### config.mk
export PLATFORM = sky130hd
export DESIGN_NAME = fifo36_to_ll8_tx
export DESIGN_NICKNAME = d
export VERILOG_FILES = /design/src/rtl/gemac_fifo36_pkg.sv /design/src/rtl/fifo36_to_ll8_tx.sv
export SDC_FILE = /design/constraint.sdc
export NUM_CORES = 1
export LEC_CHECK = 0
export ABC_CLOCK_PERIOD_IN_PS = 2550
export CAP_MARGIN = 5
export CORE_UTILIZATION = 40
export DETAILED_ROUTE_END_ITERATION = 7
export GPL_ROUTABILITY_DRIVEN = 0
export PLACE_DENSITY = 0.73
export SLEW_MARGIN = 20
export SYNTH_ARGS = -nofsm -noshare
export SYNTH_HDL_FRONTEND = slang
export SYNTH_SLANG_ARGS = --single-unit
### constraint.sdc
create_clock -name clk -period 2.55 [get_ports clk]
set_input_delay 0.765 -clock clk [delete_from_list [all_inputs] [get_ports clk]]
set_output_delay 0.765 -clock clk [all_outputs]
set_load 0.1 [all_outputs]
### src/rtl/gemac_fifo36_pkg.sv
// rtl/gemac_fifo36_pkg.sv - shared 36-bit GEMAC TX FIFO word layout and occupancy decode
package gemac_fifo36_pkg;

    localparam int F36_W      = 36;
    localparam int F36_SOF    = 32;
    localparam int F36_EOF    = 33;
    localparam int F36_OCC_LO = 34;
    localparam int F36_OCC_HI = 35;

    typedef enum logic {
        ST_IDLE  = 1'b0,
        ST_FRAME = 1'b1
    } ll_state_e;

    // occ counts valid bytes in an EOF word, with 0 meaning all four.
    function automatic logic [1:0] occ_to_last_idx(input logic [1:0] occ);
        return occ - 2'd1;
    endfunction

endpackage

### src/rtl/fifo36_to_ll8_tx.sv
// rtl/fifo36_to_ll8_tx.sv - pops 36-bit TX FIFO words and serialises them into an 8-bit LocalLink stream
module fifo36_to_ll8_tx
    import gemac_fifo36_pkg::*;
#(
    parameter int CNT_W      = 16,
    parameter bit BIG_ENDIAN = 1'b1
) (
    input  logic             clk,
    input  logic             rst_n,
    input  logic [F36_W-1:0] fifo_dout,
    input  logic             fifo_empty,
    output logic             fifo_rd_en,
    output logic [7:0]       ll_data,
    output logic             ll_sof,
    output logic             ll_eof,
    output logic             ll_err,
    output logic             ll_src_rdy,
    input  logic             ll_dst_rdy,
    output logic [CNT_W-1:0] frame_cnt,
    output logic [CNT_W-1:0] drop_cnt
);

    ll_state_e  state, state_nxt;
    logic       word_vld;
    logic       active;
    logic [1:0] byte_idx;
    logic [1:0] last_idx;
    logic [1:0] byte_sel;
    logic       w_sof, w_eof;
    logic       last, xfer, end_xfer, discard;

    // fifo_dout is the word register: it holds until the next pop.
    assign w_sof    = fifo_dout[F36_SOF];
    assign w_eof    = fifo_dout[F36_EOF];
    assign last_idx = w_eof ? occ_to_last_idx(fifo_dout[F36_OCC_HI:F36_OCC_LO]) : 2'd3;
    assign last     = (byte_idx == last_idx);
    assign xfer     = ll_src_rdy & ll_dst_rdy;
    assign end_xfer = last & xfer;
    assign discard  = word_vld & (state == ST_IDLE) & ~w_sof;
    assign byte_sel = BIG_ENDIAN ? ~byte_idx : byte_idx;

    // Popping on the last-byte handshake keeps words back to back; active holds
    // off pops for the cycle after reset release.
    assign fifo_rd_en = active & ~fifo_empty & (~word_vld | end_xfer | discard);

    always_ff @(posedge clk or negedge rst_n) begin
        if (!rst_n) begin
            state <= ST_IDLE;
        end else begin
            state <= state_nxt;
        end
    end

    always_comb begin
        state_nxt = state;
        if (xfer) begin
            state_nxt = (last && w_eof) ? ST_IDLE : ST_FRAME;
        end
    end

    always_comb begin
        ll_src_rdy = word_vld & ~discard;
        ll_sof     = ll_src_rdy & w_sof & (byte_idx == 2'd0);
        ll_err     = ll_sof & (state == ST_FRAME);
        ll_eof     = ll_src_rdy & w_eof & last;
        ll_data    = ll_src_rdy ? fifo_dout[{byte_sel, 3'b000} +: 8] : 8'h00;
    end

    always_ff @(posedge clk or negedge rst_n) begin
        if (!rst_n) begin
            active    <= 1'b0;
            word_vld  <= 1'b0;
            byte_idx  <= 2'd0;
            frame_cnt <= '0;
            drop_cnt  <= '0;
        end else begin
            active <= 1'b1;
            if (fifo_rd_en) begin
                word_vld <= 1'b1;
            end else if (end_xfer || discard) begin
                word_vld <= 1'b0;
            end
            if (end_xfer) begin
                byte_idx <= 2'd0;
            end else if (xfer) begin
                byte_idx <= byte_idx + 2'd1;
            end
            if (end_xfer && w_eof) begin
                frame_cnt <= frame_cnt + CNT_W'(1);
            end
            if (discard) begin
                drop_cnt <= drop_cnt + CNT_W'(1);
            end
        end
    end

endmodule

==> results_dict.tcl <==
set metrics [dict create \
    first_iter_violations 76 \
    required_ps 1790 \
    clock_path_buffers 2 \
    dpl_worst_slack_ps -583 \
    synth_cell_types 33 \
    slew_violations 0 \
    fin_nets 326 \
    ys_top_cells_by_area "dfrtp_1, xnor2_1, mux4_2" \
    rr_startpoint "byte_idx[1]" \
    cts_tree "built" \
    max_freq_mhz 386 \
    min_to "frame_cnt[15]" \
    initial_utilization_pct 43.1 \
    crit_type "primary input to output port" \
    fin_util_pct 72.6 \
    portBuffers 84 \
    synth_edf_count 0 \
    yosysWarnings 0 \
    core_um2 4500 \
    hp-class "flip-flop to flip-flop" \
    finalCritPeriodShare_pct 102 \
    routed-via-count 1655 \
    row_count 24 \
    rrSetupSlack_ps 340 \
    fill_cells 333 \
    hold_depth 1 \
    grt_pass1_vias 1625 \
    vias_per_cell 4.93 \
    yosysSeqAreaShare_pct 47.7 \
    drt_pass1_iterations 4 \
    ys_ff_latch 37 \
    fp.dieH_um 71.7 \
    fin_ws_ps -43.3 \
    root_buffer "clkbuf_8" \
    crit_path_max_fanout 5 \
    cts_made_buffers 5 \
    dieArea_um2 5130 \
    layout_min_cycle_time_ps 2590 \
    setup_viol 2 \
    syn_nets 218 \
    vdd_ir_drop_max_uv 1300 \
    clk_pin_slew_ps 70 \
    hold_path_startpoint "frame_cnt[15]" \
    dpl-instance-area_um2 3060 \
    io_pins 85 \
    dp_hpwl_um 3670 \
    clock-sinks 37 \
    synthCells 175 \
    reg2reg_depth 9 \
    htreeDepth 2 \
    final_area_um2 3270 \
    clkLatencyLatePin_ps 290 \
    num_antenna_cells 0 \
    cp.arrival_ps 1830 \
    syn_to_final_growth_pct 68.4 \
    antenna_found_initial 0 \
    overflow 0 \
    maxCapViolCount 0 \
    violations "negative setup slack" \
    max-slew-margin-rel_pct 45.4 \
    grt_first_pass_wirelength_um 7600 \
    drive_gt1_share_pct 38.0 \
    postRouteAntennaNets 0 \
    wire_per_inst_um 14.3 \
    tightest_slew_ps 819 \
    synth_largest_area_cell "dfrtp_1" \
    p_per_area_nw_per_um2 1270 \
    rsz0062_at_grt "yes" \
    power_leakage_nw 1.55 \
    dieWidth_um 71.7 \
    grt_usage_pct 19.4 \
    syn_area_um2 1940 \
    wl_um 4800 \
    drc 0 \
    outcome "complete, but fails checks" \
    finalHoldViolCount 0 \
    finClkSkew_ps 6.17 \
    ys_async_sr_fraction_pct 100 \
    synthDominantCellAreaShare_pct 47.7 \
    endpoint_kind "output port" \
    grt_max_degree 38 \
    r2r_end "frame_cnt[15]" \
    start_kind "primary input" \
    postSynthAreaPerCell_um2 11.1 \
    synthFlopType "dfrtp_1" \
]
[how the worst max path moves through the flow]
stage / start / endpoint / slack [ps] / depth (start not counted)
6_report: fifo_dout[35] / fifo_rd_en / -40 / 7
4_1_cts: fifo_dout[33] / fifo_rd_en / -80 / 7
3_5_place_dp: fifo_dout[34] / fifo_rd_en / -580 / 7
3_3_place_gp: fifo_dout[34] / fifo_rd_en / -520 / 7
5_1_grt: fifo_dout[35] / fifo_rd_en / -130 / 7
2_1_floorplan: fifo_dout[32] / ll_data[0] / -70 / 4
[metal layers]
metal  routed length (um)  vias up  GRT usage [%]
met2                 2430       35           30.9
met5                    0        -              0
met1                 2160      788           26.0
li1                     -      828              -
met3                  170        4           5.63
met4                   34        0           5.23
[report_power, final]
group          total, mW  switching [mW]  leakage (nW)  internal, mW
combinational       2.83            1.74         0.999          1.09
sequential         0.791           0.117         0.488         0.673
clock              0.519           0.200        0.0585         0.319
[worst max-delay path: stages]
cell and delay, ps:
buf_8 100, and3b_2 180, o211ai_1 240, nand2_2 120, a21oi_4 190, nor2_4 60
buf_12 160
[cell type report]
cell class              instances  area [um2]  area share, %
flip-flops and latches         37         927           28.4
well taps                      52        65.1           1.99
repair buffers                104        1070           32.9
clock inverters                 1        30.0          0.919
multi-input cells             129        1060           32.5
inverters                       6        22.5          0.689
clock buffers                   7        86.3           2.64
[cell usage after synthesis (all sizes together) (3+ instances only)]
master and n:
nand2 19, nand4 11, mux4 8, nand3 4
mux2 3, ha 3, inv 6, dfrtp 37
and2 10, and3 5, o21ai 3, nor2 15
xor2 9, xnor2 22
[registers in the layout, indices dropped and copies added (netlist names)]
name,cells
state,1
frame_cnt,16
active,1
word_vld,1
byte_idx,2
drop_cnt,16
[per-stage QoR]
stage	instances	hold WS [ps]	TNS, ps	power, mW
floorplan	175	469	-595	2.58
global placement	323	460	-7200	3.50
detailed placement	323	469	-7110	3.52
CTS	334	479	-81.4	4.08
global route	336	509	-143	4.31
finish	336	471	-45.4	4.14
[cells in the final DEF, fill, tap and decap left out, types with 8 or more instances in the layout]
| cell type | count |
|---|---|
| buf_4 | 47 |
| dfrtp_1 | 36 |
| xnor2_1 | 21 |
| clkdlybuf4s15_1 | 20 |
| nand2_1 | 18 |
| buf_12 | 15 |
| dlygate4sd2_1 | 14 |
| nor2_1 | 12 |
| nand4_1 | 11 |
| and2_4 | 9 |
| xor2_1 | 9 |
| mux4_2 | 8 |
[what timing repair did]
item,in CTS,in global routing
gates resized for setup,54,26
hold buffers,0,0
endpoints found under the setup margin,12,10
cloned,0,1
setup buffers,3,1
pin swaps,15,12
[cells by family (layout without fill, tap and decap cells)]
family                   Yosys count  after routing  share of synthesized area, %
flip-flops                        37             37                          47.7
multiplexers                      11             11                          11.2
AND/OR/NAND/NOR                   76             76                          21.0
other                              1              1                         0.193
adder cells (fa/ha/maj)            3              3                          1.93
AO/OA/AOI/OAI                      7              7                          2.19
buffers and inverters              9            118                          1.80
XOR/XNOR                          31             31                          14.0
(Power assumes the default switching activity.)
